`src/rtl/oka_mult_seq_if.sv`:
```
// Valid/ready operand and result bus for the sequential OKA carry-less multiplier.
// The master side supplies operands and accepts results; the multiplier is the slave.
interface oka_mult_seq_if #(
    parameter int N = 32
);
    logic           in_valid;
    logic           in_ready;
    logic [N-1:0]   a;
    logic [N-1:0]   b;
    logic           out_valid;
    logic           out_ready;
    logic [2*N-2:0] y;

    modport master (
        output in_valid, a, b, out_ready,
        input  in_ready, out_valid, y
    );

    modport slave (
        input  in_valid, a, b, out_ready,
        output in_ready, out_valid, y
    );
endinterface

```
`src/rtl/oka_mult_seq.sv`:
```
// Time-multiplexed overlap-free Karatsuba carry-less multiplier: one even/odd split,
// one shared N/2-bit core, optional bit-serial reduction mod x^N+POLY.
module oka_mult_seq #(
    parameter int           N      = 32,
    parameter int           REDUCE = 0,
    parameter logic [N-1:0] POLY   = N'(32'h0000_008D)
) (
    input  logic             clk,
    input  logic             rst_n,
    oka_mult_seq_if.slave    bus,
    output logic             busy
);
    localparam int H  = N / 2;
    localparam int W  = 2 * N - 1;
    localparam int CW = $clog2(W);

    typedef enum logic [2:0] {IDLE, S_P0, S_P1, S_P2, RED, DONE} state_t;

    state_t          state_q, state_d;
    logic [N-1:0]    a_q, a_d, b_q, b_d;
    logic [N-2:0]    p0_q, p0_d, p1_q, p1_d;
    logic [W-1:0]    r_q, r_d, y_q, y_d;
    logic [CW-1:0]   cnt_q, cnt_d;
    logic            out_valid_q, out_valid_d;

    logic [H-1:0]    a_e, a_o, b_e, b_o;
    logic [H-1:0]    core_x, core_y;
    logic [N-2:0]    core_p;
    logic [N-2:0]    mid;
    logic [W-1:0]    y_full, r_red, poly_ext;
    logic [CW-1:0]   shamt;

    function automatic logic [W-1:0] spr(input logic [N-2:0] p);
        logic [W-1:0] s;
        s = '0;
        for (int i = 0; i < N - 1; i++) s[2*i] = p[i];
        return s;
    endfunction

    always_comb begin
        a_e = '0;
        a_o = '0;
        b_e = '0;
        b_o = '0;
        for (int i = 0; i < H; i++) begin
            a_e[i] = a_q[2*i];
            a_o[i] = a_q[2*i+1];
            b_e[i] = b_q[2*i];
            b_o[i] = b_q[2*i+1];
        end
    end

    // Shared core: operands chosen by the current phase, P2 operands otherwise.
    always_comb begin
        core_x = a_e ^ a_o;
        core_y = b_e ^ b_o;
        if (state_q == S_P0) begin
            core_x = a_e;
            core_y = b_e;
        end else if (state_q == S_P1) begin
            core_x = a_o;
            core_y = b_o;
        end
        core_p = '0;
        for (int i = 0; i < H; i++) begin
            if (core_x[i]) core_p = core_p ^ ({{(N-1-H){1'b0}}, core_y} << i);
        end
    end

    always_comb begin
        mid    = p0_q ^ p1_q ^ core_p;
        y_full = spr(p0_q) ^ (spr(mid) << 1) ^ (spr(p1_q) << 2);
    end

    // One reduction step folds x^cnt back onto x^(cnt-N) * POLY.
    always_comb begin
        poly_ext = {{(N-1){1'b0}}, POLY};
        shamt    = cnt_q - CW'(N);
        r_red    = r_q;
        if (r_q[cnt_q]) begin
            r_red        = r_q ^ (poly_ext << shamt);
            r_red[cnt_q] = 1'b0;
        end
    end

    always_comb begin
        state_d     = state_q;
        a_d         = a_q;
        b_d         = b_q;
        p0_d        = p0_q;
        p1_d        = p1_q;
        r_d         = r_q;
        y_d         = y_q;
        cnt_d       = cnt_q;
        out_valid_d = out_valid_q;
        case (state_q)
            IDLE: begin
                if (bus.in_valid) begin
                    a_d     = bus.a;
                    b_d     = bus.b;
                    state_d = S_P0;
                end
            end
            S_P0: begin
                p0_d    = core_p;
                state_d = S_P1;
            end
            S_P1: begin
                p1_d    = core_p;
                state_d = S_P2;
            end
            S_P2: begin
                r_d = y_full;
                if (REDUCE != 0) begin
                    cnt_d   = CW'(W - 1);
                    state_d = RED;
                end else begin
                    y_d         = y_full;
                    out_valid_d = 1'b1;
                    state_d     = DONE;
                end
            end
            RED: begin
                r_d   = r_red;
                cnt_d = cnt_q - 1'b1;
                if (cnt_q == CW'(N)) begin
                    y_d         = {{(N-1){1'b0}}, r_red[N-1:0]};
                    out_valid_d = 1'b1;
                    state_d     = DONE;
                end
            end
            DONE: begin
                if (bus.out_ready) begin
                    out_valid_d = 1'b0;
                    state_d     = IDLE;
                end
            end
            default: state_d = IDLE;
        endcase
    end

    always_ff @(posedge clk) begin
        if (!rst_n) begin
            state_q     <= IDLE;
            a_q         <= '0;
            b_q         <= '0;
            p0_q        <= '0;
            p1_q        <= '0;
            r_q         <= '0;
            y_q         <= '0;
            cnt_q       <= '0;
            out_valid_q <= 1'b0;
        end else begin
            state_q     <= state_d;
            a_q         <= a_d;
            b_q         <= b_d;
            p0_q        <= p0_d;
            p1_q        <= p1_d;
            r_q         <= r_d;
            y_q         <= y_d;
            cnt_q       <= cnt_d;
            out_valid_q <= out_valid_d;
        end
    end

    assign bus.in_ready  = (state_q == IDLE);
    assign bus.out_valid = out_valid_q;
    assign bus.y         = y_q;
    assign busy          = (state_q != IDLE);
endmodule

```
`src/flat_wrapper.sv`:
```
// flat-port wrapper written by rule: the top's interface ports become plain ports
module oka_mult_seq_flat 
#(
    parameter int           N      = 32,
    parameter int           REDUCE = 0,
    parameter logic [N-1:0] POLY   = N'(32'h0000_008D)
)
  (clk, rst_n, busy, bus_in_valid, bus_a, bus_b, bus_out_ready, bus_in_ready, bus_out_valid, bus_y);
  oka_mult_seq_if #(.N(N)) bus_i ();
  input  logic clk;
  input  logic rst_n;
  output logic busy;
  input wire logic [$bits(bus_i.in_valid)-1:0] bus_in_valid;
  input wire logic [$bits(bus_i.a)-1:0] bus_a;
  input wire logic [$bits(bus_i.b)-1:0] bus_b;
  input wire logic [$bits(bus_i.out_ready)-1:0] bus_out_ready;
  output wire logic [$bits(bus_i.in_ready)-1:0] bus_in_ready;
  output wire logic [$bits(bus_i.out_valid)-1:0] bus_out_valid;
  output wire logic [$bits(bus_i.y)-1:0] bus_y;
  assign bus_i.in_valid = bus_in_valid;
  assign bus_i.a = bus_a;
  assign bus_i.b = bus_b;
  assign bus_i.out_ready = bus_out_ready;
  assign bus_in_ready = bus_i.in_ready;
  assign bus_out_valid = bus_i.out_valid;
  assign bus_y = bus_i.y;
  oka_mult_seq #(.N(N), .REDUCE(REDUCE), .POLY(POLY)) u_core (.clk(clk), .rst_n(rst_n), .bus(bus_i), .busy(busy));
endmodule
```
`config.mk`:
```
export PLATFORM = sky130hd
export DESIGN_NAME = oka_mult_seq_flat
export DESIGN_NICKNAME = d
export VERILOG_FILES = /design/src/rtl/oka_mult_seq_if.sv /design/src/rtl/oka_mult_seq.sv /design/src/flat_wrapper.sv
export SDC_FILE = /design/constraint.sdc
export NUM_CORES = 1
export LEC_CHECK = 0
export CAP_MARGIN = 30
export CORE_AREA = 2 2 203 205
export CTS_CLUSTER_DIAMETER = 200
export DETAILED_ROUTE_END_ITERATION = 6
export DIE_AREA = 0 0 205 207
export SLEW_MARGIN = 30
export SYNTH_ARGS = -nofsm -noshare
export SYNTH_HDL_FRONTEND = slang
export SYNTH_SLANG_ARGS = --single-unit
```
`constraint.sdc`:
```
create_clock -name clk -period 3.63 [get_ports clk]
set_clock_uncertainty 0.1 [all_clocks]
set_input_delay 0.726 -clock clk [delete_from_list [all_inputs] [get_ports clk]]
set_output_delay 0.726 -clock clk [all_outputs]
set_load 0.02 [all_outputs]
```
==> flow_summary.ini, run 1 <==
[detailed_routing]
drt_pass1_iterations = 5
num_vias = 17400
drtIter0Drc = 1488
viasPerCell = 5.65
drt_wl_total_um = 65200
wl_per_cell_um = 21.1
postRouteAntennaNets = 0
drcViolationCount = 0

[worst_setup_path]
required_ns = 4.06
crit_path_cell_trace = buf_12 -> buf_4 -> and3_1 -> nand2_1 -> nand2_1 -> nor3_1 -> a41o_1 -> buf_4 -> a2111oi_1 -> xnor2_1 -> o21ai_0 -> o21ai_0 -> o21ai_0 -> and2_1
cp-end-kind = flop
rr_startpoint = u_core.cnt_q[2]$_SDFFE_PN0P_
critPathKind = reg2reg
cp-start-kind = flop
cp_max_fo = 22
reg2reg_depth = 14
crit_top_cell = o21ai_0
r2r-end = u_core.bus.y[6]$_SDFFE_PN0P_
arrival_ns = 3.84
startpoint = u_core.cnt_q[2]$_SDFFE_PN0P_
crit_slowest_cell = a2111oi_1
reg2reg_slack_ns = 0.22
max_stage_delay_ns = 0.56

[grt]
grt_usage = 0.302
busiest_layer = met2
met2_usage = 0.483
use_met1 = 0.415
antenna_found_initial = 0
first_global_vias = 16600
grt_overflow = 0
grt_pass1_wl_um = 100000
use_met3 = 0.0374
grt_max_degree = 89

[floorplan]
core_area_sq_um = 40400
start_util = 0.433
die_h_um = 207
dieArea_sq_um = 42400
ios = 134
row_count = 74
dieWidth_um = 205

[synthesis]
synth-warning-count = 0
ys_ff_latch = 262
async_reset_ff_frac = 0
synth_nets = 2491
synth_area_per_cell_sq_um = 7.23
yosysUniqueCellTypes = 73
synthFlopType = dfxtp_1
netlist_area_sq_um = 17500
synthCells = 2418
synth-edff-count = 0
yosysSeqAreaShare = 0.300

[sta]
final-setup-viol-count = 0
worstMarginPinSlew_ns = 1.02
timing.final.crit_share = 0.939
fmax_mhz = 293
hold_ws_ns = 0.357
setup_ws_ns = 0.222
setup_tns_ns = 0
finalCriticalPeriod_ns = 3.41
finalHoldViolCount = 0
maxSlewHeadroom = 0.317
rsz0062_at_grt = no
final-max-slew-violation-count = 0

[final_layout]
fill_cells = 4052
layout_commonest_cell = nor2_1
seqCellArea_sq_um = 5250
area.growth.synth_to_final_pct = 19.9
drive_gt1_frac = 0.105
multi_input_area_sq_um = 11600
final_cell_mix = 495 x nor2_1, 346 x nand2_1, 266 x xnor2_1, 258 x dfxtp_1, 223 x a21oi_1
antenna_cells = 0
nets = 2603

[job]
max_cap_viol_count = 0

[status]
status = completed

[placement]
port_buffers = 133
post-place-ws_ns = 0.109
gp_routability_congestion = 1.00
hpwl_um = 47000

[clocking]
post_cts_buffers = 0
cts_htree_levels = 1
numCtsBuffers = 31
cts_buffer_depth = 3
path_clk_slew_ns = 0.06
clockRootBuffer = clkbuf_16
cts_sinks = 262
insertion_delay_ns = 0.59
tritoncts = done

[pwr]
ir_worst_vdd_uv = 350
leakage_uw = 0.00730
finalPower_uw = 9500
p_per_area_nw_per_um2 = 453

[hold_path]
min-delay-start = u_core.bus.y[52]$_SDFFE_PN0P_
holdPathEnd = u_core.bus.y[52]$_SDFFE_PN0P_
hp-class = reg2reg
whs_path_depth = 2
-- final cells by class --
type,instances,share of cell area
multi-input cells,1965,0.551
repair buffers,261,0.116
inverters,9,0.00185
clock inverters,15,0.00668
clock buffers,43,0.0420
well taps,532,0.0317
flip-flops and latches,262,0.251
-- how the worst max path moves through the flow --
stage,endpoint,cells past startpoint
finish,u_core.bus.y[6]$_SDFFE_PN0P_,14
global route,u_core.r_q[21]$_SDFFE_PN0N_,12
CTS,u_core.r_q[21]$_SDFFE_PN0N_,12
detailed placement,u_core.r_q[21]$_SDFFE_PN0N_,12
global placement,u_core.bus.y[6]$_SDFFE_PN0P_,14
floorplan,u_core.r_q[44]$_SDFFE_PN0P_,15
-- stage by stage --
stage | instance area, sq um | instances | util
finish | 21000 | 3087 | 0.519
global route | 21000 | 3087 | 0.519
CTS | 20800 | 3086 | 0.515
detailed placement | 19800 | 3028 | 0.490
global placement | 19800 | 3027 | 0.489
floorplan | 17500 | 2418 | -
-- worst max-delay path: cells and delay by family (launching register included) --
kind / cells / cell delay, ns
flip-flops: 1 / 0.50
AND/OR/NAND/NOR: 5 / 0.57
XOR/XNOR: 1 / 0.15
buffers and inverters: 3 / 0.61
AO/OA/AOI/OAI: 5 / 1.41
-- logic make-up (layout without fill, tap and decap cells) --
family                   Yosys count  after routing  share of synthesized area
buffers and inverters            191            328                     0.0489
AO/OA/AOI/OAI                    571            571                      0.210
flip-flops                       262            262                      0.300
adder cells (fa/ha/maj)            5              5                    0.00358
multiplexers                      27             27                     0.0173
AND/OR/NAND/NOR                  995            995                      0.233
XOR/XNOR                         367            367                      0.187
-- cells in the mapped netlist (3+ instances only) --
cell type	number	area, sq um
buf_2	48	240
or2_2	4	25.0
a21o_1	3	22.5
a21oi_1	223	1120
nor3_1	26	130
xnor2_1	266	2330
nand4_1	5	31.3
nor2b_1	40	250
o21ai_0	99	495
a221oi_1	19	166
nand3_1	18	90.1
o22ai_1	18	113
nor4_1	3	18.8
ha_1	5	62.6
o21ai_2	28	245
dfxtp_1	262	5250
a22oi_1	10	75.1
and3_1	7	43.8
or3_1	13	81.3
xnor2_2	5	81.3
o211ai_1	10	75.1
a31oi_1	23	144
and2_1	8	50.1
xor2_1	95	832
a211o_1	4	35.0
mux2i_1	19	190
o21a_1	3	22.5
nand2b_1	9	56.3
nand3b_1	4	30.0
a211oi_1	57	428
a221oi_2	19	285
o221ai_1	3	26.3
mux2_2	5	56.3
a311oi_1	13	114
clkbuf_1	111	417
nand2_1	348	1310
o31ai_1	6	45.0
nor2_1	500	1880
buf_6	8	90.1
inv_1	8	30.0
buf_4	5	37.5
o21ai_1	11	55.1
buf_1	10	37.5
-- flip-flops by register name (all words and copies together) (netlist names) --
| name | cells |
|---|---|
| u_core.p1_q | 31 |
| u_core.r_q | 63 |
| u_core.cnt_q | 6 |
| u_core.a_q | 32 |
| u_core.bus.out_valid | 1 |
| u_core.p0_q | 31 |
| u_core.state_q | 3 |
| u_core.bus.y | 63 |
| u_core.b_q | 32 |
-- metal layers --
layer	vias to the layer above	wire (um)
met4	0	2670
li1	8353	-
met5	-	0
met3	148	3740
met1	8357	28800
met2	585	30000
-- where the power goes --
part / switching (uW) / internal, uW
logic: 1890 / 1180
registers: 212 / 3070
clock network: 1320 / 1830
total: 3420 / 6080
-- timing repair --
action                                  4_1_cts  5_1_grt
hold buffers                                  0        0
endpoints found under the setup margin        0       33
hold endpoints to repair                      0        0
resized for setup                             0       23
No activity file was read; power rests on OpenSTA's default activity.
==> run 2, diff against run 1 <==
- CORE_AREA: 2 2 203 205 -> 5 5 206 208
- DIE_AREA: 0 0 205 207 -> 0 0 211 213
==> flow_summary.ini, run 2 (synthesis gave the netlist of run 1 again) <==
[clocking]
path_clk_slew_ns = 0.06
holdBufCountCts = 0
cts_sinks = 262
cts_buffer_depth = 3
insertion_delay_ns = 0.60
post_cts_buffers = 0
numCtsBuffers = 30
cts_htree_levels = 1
clockRootBuffer = clkbuf_16
tritoncts = done

[worst_setup_path]
cp-end-kind = flop
required_ns = 3.98
crit_path_cell_trace = nand2b_2 -> a21oi_4 -> buf_12 -> o21ai_2 -> nor2_1 -> xnor2_1 -> xnor2_1 -> xnor2_1 -> xnor2_1 -> xnor2_1 -> o21ai_1 -> a21oi_1
cp.buffers_inverters = 1
cp-start-kind = flop
critPathKind = reg2reg
crit_slowest_cell = o21ai_2
cp_max_fo = 32
arrival_ns = 3.87
max_stage_delay_ns = 0.71
crit_top_cell = xnor2_1
crit_family = XOR/XNOR gates

[sta]
finalCriticalPeriod_ns = 3.52
worstMarginPinSlew_ns = 1.02
final-setup-viol-count = 0
finalHoldViolCount = 0
final-max-slew-violation-count = 0
timing.final.crit_share = 0.968
fmax_mhz = 284
maxSlewHeadroom = 0.320
setup_tns_ns = 0
hold_ws_ns = 0.354
rsz0062_at_grt = yes

[final_layout]
fin_util = 0.522
nets = 2602
multi_input_area_sq_um = 11600
layout_commonest_cell = nor2_1
fill_cells = 4006
final_cell_area_sq_um = 21100
final_cell_mix = 495 x nor2_1, 346 x nand2_1, 262 x xnor2_1, 256 x dfxtp_1, 223 x a21oi_1
drive_gt1_frac = 0.108
area.growth.synth_to_final_pct = 20.5
seqCellArea_sq_um = 5260
antenna_cells = 0

[floorplan]
row_count = 74
start_util = 0.433
dieWidth_um = 211
die_h_um = 213
dieArea_sq_um = 44900
ios = 134
core_area_sq_um = 40400

[grt]
grt_usage = 0.278
grt_max_degree = 72
grt_overflow = 0
grt_pass1_wl_um = 99200
antenna_found_initial = 0
first_global_vias = 16700

[detailed_routing]
wl_per_cell_um = 21.0
viasPerCell = 5.63
drt_wl_total_um = 64800
drt_pass1_iterations = 5
drcViolationCount = 0
num_vias = 17400
drtIter0Drc = 1499
postRouteAntennaNets = 0

[placement]
gp_routability_congestion = 0.996
postPlaceCellArea_sq_um = 19800
port_buffers = 133
hpwl_um = 47300

[pwr]
ir_worst_vdd_uv = 354
finalPower_uw = 9640
leakage_uw = 0.00736
p_per_area_nw_per_um2 = 457

[status]
status = completed

[job]
max_cap_viol_count = 0

[hold_path]
hp-class = reg2reg
==> run 2: cell types whose count changed in the layout (fill, tap and decap cells not counted), moves of 3 or more <==
cell       before  now
xnor2_1       266  262
bufinv_16       2    6
clkbuf_8        6    3
clkbuf_1        6    3
inv_6           4    1
xnor2_2         5    9
==> run 2: worst register-to-register path: cells and delay by family (launching register included) <==
kind / cells / cell delay (ns)
AND/OR/NAND/NOR: 2 / 0.37
buffers and inverters: 1 / 0.19
flip-flops: 1 / 0.42
XOR/XNOR: 5 / 1.14
AO/OA/AOI/OAI: 4 / 1.16
==> run 2: cell type report <==
class                           instances  share of cell area
Clock buffer                           36              0.0381
Clock inverter                         19              0.0126
Inverter                                9             0.00184
Multi-Input combinational cell       1965               0.550
Sequential cell                       262               0.249
Tap cell                              532              0.0316
Timing Repair Buffer                  261               0.117
==> run 2: metal layers <==
metal	GRT usage	routed length, um	part of all wire	vias up
met1	0.370	27600	0.43	8324
met2	0.472	31200	0.48	570
met4	0.0926	2160	0.033	0
met3	0.0338	3890	0.060	127
li1	-	-	-	8351
met5	0	0	0	-
==> run 2: what timing repair did <==
item / in CTS / in global routing
gates resized for setup: 2 / 29
hold endpoints to repair: 0 / 0
endpoints found under the setup margin: 1 / 43
==> run 2: worst paths after layout <==
| path | start | endpoint | slack, ns | depth (start not counted) |
|---|---|---|---|---|
| worst max-delay path | u_core.state_q[1]$_SDFFE_PN0P_ | u_core.r_q[23]$_SDFFE_PN0N_ | 0.11 | 12 |
| worst min-delay path | u_core.bus.y[52]$_SDFFE_PN0P_ | u_core.bus.y[52]$_SDFFE_PN0P_ | 0.35 | 2 |
| worst max register to register | u_core.state_q[1]$_SDFFE_PN0P_ | u_core.r_q[23]$_SDFFE_PN0N_ | 0.11 | 12 |
| worst min register to register | u_core.bus.y[52]$_SDFFE_PN0P_ | u_core.bus.y[52]$_SDFFE_PN0P_ | 0.35 | 2 |
==> run 2: per-stage QoR <==
stage / setup slack [ns] / std cells
6_report: 0.115 / 3084
5_1_grt: -0.0397 / 3084
4_1_cts: 0.0240 / 3084
3_5_place_dp: 0.0122 / 3029
3_3_place_gp: -0.0351 / 3027
2_1_floorplan: 0.796 / 2418
==> run 2: where the power goes <==
part,internal (uW),switching (uW),leakage [uW]
Sequential,3070,218,0.00213
Combinational,1180,1880,0.00470
Clock,2000,1290,0.000530
==> run 3, diff against run 2 <==
- PLACE_DENSITY: not set -> 0.72
==> flow_summary.ini, run 3 (synthesis gave the netlist of run 1 again) <==
[status]
status = completed

[grt]
grt_overflow = 0
first_global_vias = 16800
grt_usage = 0.269
antenna_found_initial = 1
grt_pass1_wl_um = 97200
grt_max_degree = 110

[placement]
gp_routability_congestion = 0.985
postPlaceCellArea_sq_um = 19700
hpwl_um = 45600
port_buffers = 133

[clocking]
insertion_delay_ns = 0.58
cts_sinks = 262
cts_buffer_depth = 3
cts_htree_levels = 1
numCtsBuffers = 30
post_cts_buffers = 0
clockRootBuffer = clkbuf_16
tritoncts = done
post_cts_resized = 0
path_clk_slew_ns = 0.06
holdBufCountCts = 0

[final_layout]
layout_commonest_cell = nor2_1
drive_gt1_frac = 0.102
final_cell_area_sq_um = 20900
final_cell_mix = 495 x nor2_1, 346 x nand2_1, 263 x xnor2_1, 259 x dfxtp_1, 223 x a21oi_1
antenna_cells = 0
nets = 2586
fin_util = 0.516
area.growth.synth_to_final_pct = 19.2

[sta]
final-max-slew-violation-count = 0
finalCriticalPeriod_ns = 3.50
maxSlewHeadroom = 0.372
final-setup-viol-count = 0
hold_ws_ns = 0.360
timing.final.crit_share = 0.963
worstMarginPinSlew_ns = 0.939
rsz0062_at_grt = yes
fmax_mhz = 286
finalHoldViolCount = 0

[floorplan]
row_count = 74
dieArea_sq_um = 44900
die_h_um = 213
dieWidth_um = 211
ios = 134
core_area_sq_um = 40400
start_util = 0.433

[pwr]
leakage_uw = 0.00726
p_per_area_nw_per_um2 = 457
ir_worst_vdd_uv = 327
finalPower_uw = 9520

[hold_path]
hp-class = reg2reg

[job]
max_cap_viol_count = 0

[worst_setup_path]
arrival_ns = 3.82
critPathKind = reg2reg
r2r-end = u_core.r_q[28]$_SDFFE_PN0N_
rr_startpoint = u_core.cnt_q[2]$_SDFFE_PN0P_
startpoint = u_core.cnt_q[2]$_SDFFE_PN0P_
crit_end = u_core.r_q[28]$_SDFFE_PN0N_
cp_max_fo = 20
reg2reg_depth = 11
cp-end-kind = flop
reg2reg_slack_ns = 0.13
required_ns = 3.95
cp-start-kind = flop

[detailed_routing]
drt_wl_total_um = 62700
viasPerCell = 5.70
num_vias = 17500
drcViolationCount = 0
wl_per_cell_um = 20.4
drt_pass1_iterations = 5
postRouteAntennaNets = 0
drtIter0Drc = 1686
## run 3: cell count changes in the layout (fill, tap and decap cells not counted), sizes merged
cell	delta
buf	-16
clkbuf	+3
clkinv	-1
bufinv	-2
inv	+1
## run 3: per-stage QoR
step | std cells | setup TNS (ns) | worst slack, ns
after floorplan | 2418 | 0 | 0.796
after global routing | 3069 | -0.00168 | -0.00168
final | 3069 | 0 | 0.134
after CTS | 3069 | 0 | 0.141
after global placement | 3013 | 0 | 0.165
after detailed placement | 3013 | 0 | 0.169
## run 3: layout make-up
type | count | area, sq um
Timing Repair Buffer | 245 | 2290
Sequential cell | 262 | 5250
Multi-Input combinational cell | 1965 | 11500
Tap cell | 532 | 666
Clock buffer | 39 | 846
Fill cell | 3962 | 19500
Clock inverter | 17 | 213
Inverter | 9 | 38.8
## run 3: worst min-delay path by stage
stage,to,startpoint,cells after the start
3_3_place_gp,u_core.bus.y[54]$_SDFFE_PN0P_,u_core.bus.y[54]$_SDFFE_PN0P_,2
3_5_place_dp,u_core.bus.y[57]$_SDFFE_PN0P_,u_core.bus.y[57]$_SDFFE_PN0P_,2
2_1_floorplan,u_core.p1_q[30]$_SDFFE_PN0P_,u_core.p1_q[30]$_SDFFE_PN0P_,2
5_1_grt,u_core.bus.y[48]$_SDFFE_PN0P_,u_core.bus.y[48]$_SDFFE_PN0P_,2
6_report,u_core.bus.y[57]$_SDFFE_PN0P_,u_core.bus.y[57]$_SDFFE_PN0P_,2
4_1_cts,u_core.bus.y[57]$_SDFFE_PN0P_,u_core.bus.y[57]$_SDFFE_PN0P_,2
## run 3: worst max-delay path, stage by stage, from the launching register on
cell	delay [ns]
dfxtp_2	0.60
buf_4	0.23
nand2_1	0.18
o221ai_1	0.26
a2bb2oi_1	0.27
mux2i_1	0.17
and2_1	0.21
nor3_1	0.60
nand2_1	0.15
buf_4	0.20
o211ai_1	0.26
a21oi_1	0.10
## run 3: report_power, final
group | internal, uW | switching, uW
Clock | 1930 | 1310
Combinational | 1150 | 1840
Sequential | 3070 | 215
Total | 6160 | 3370
## run 3: metal layers
| layer | wire [um] | share of wire | vias up | track usage |
|---|---|---|---|---|
| li1 | - | - | 8309 | - |
| met1 | 26400 | 0.42 | 8323 | 0.356 |
| met2 | 29300 | 0.47 | 685 | 0.449 |
| met3 | 4260 | 0.068 | 160 | 0.0401 |
| met4 | 2700 | 0.043 | 2 | 0.100 |
| met5 | 20 | 0.00032 | - | 0 |
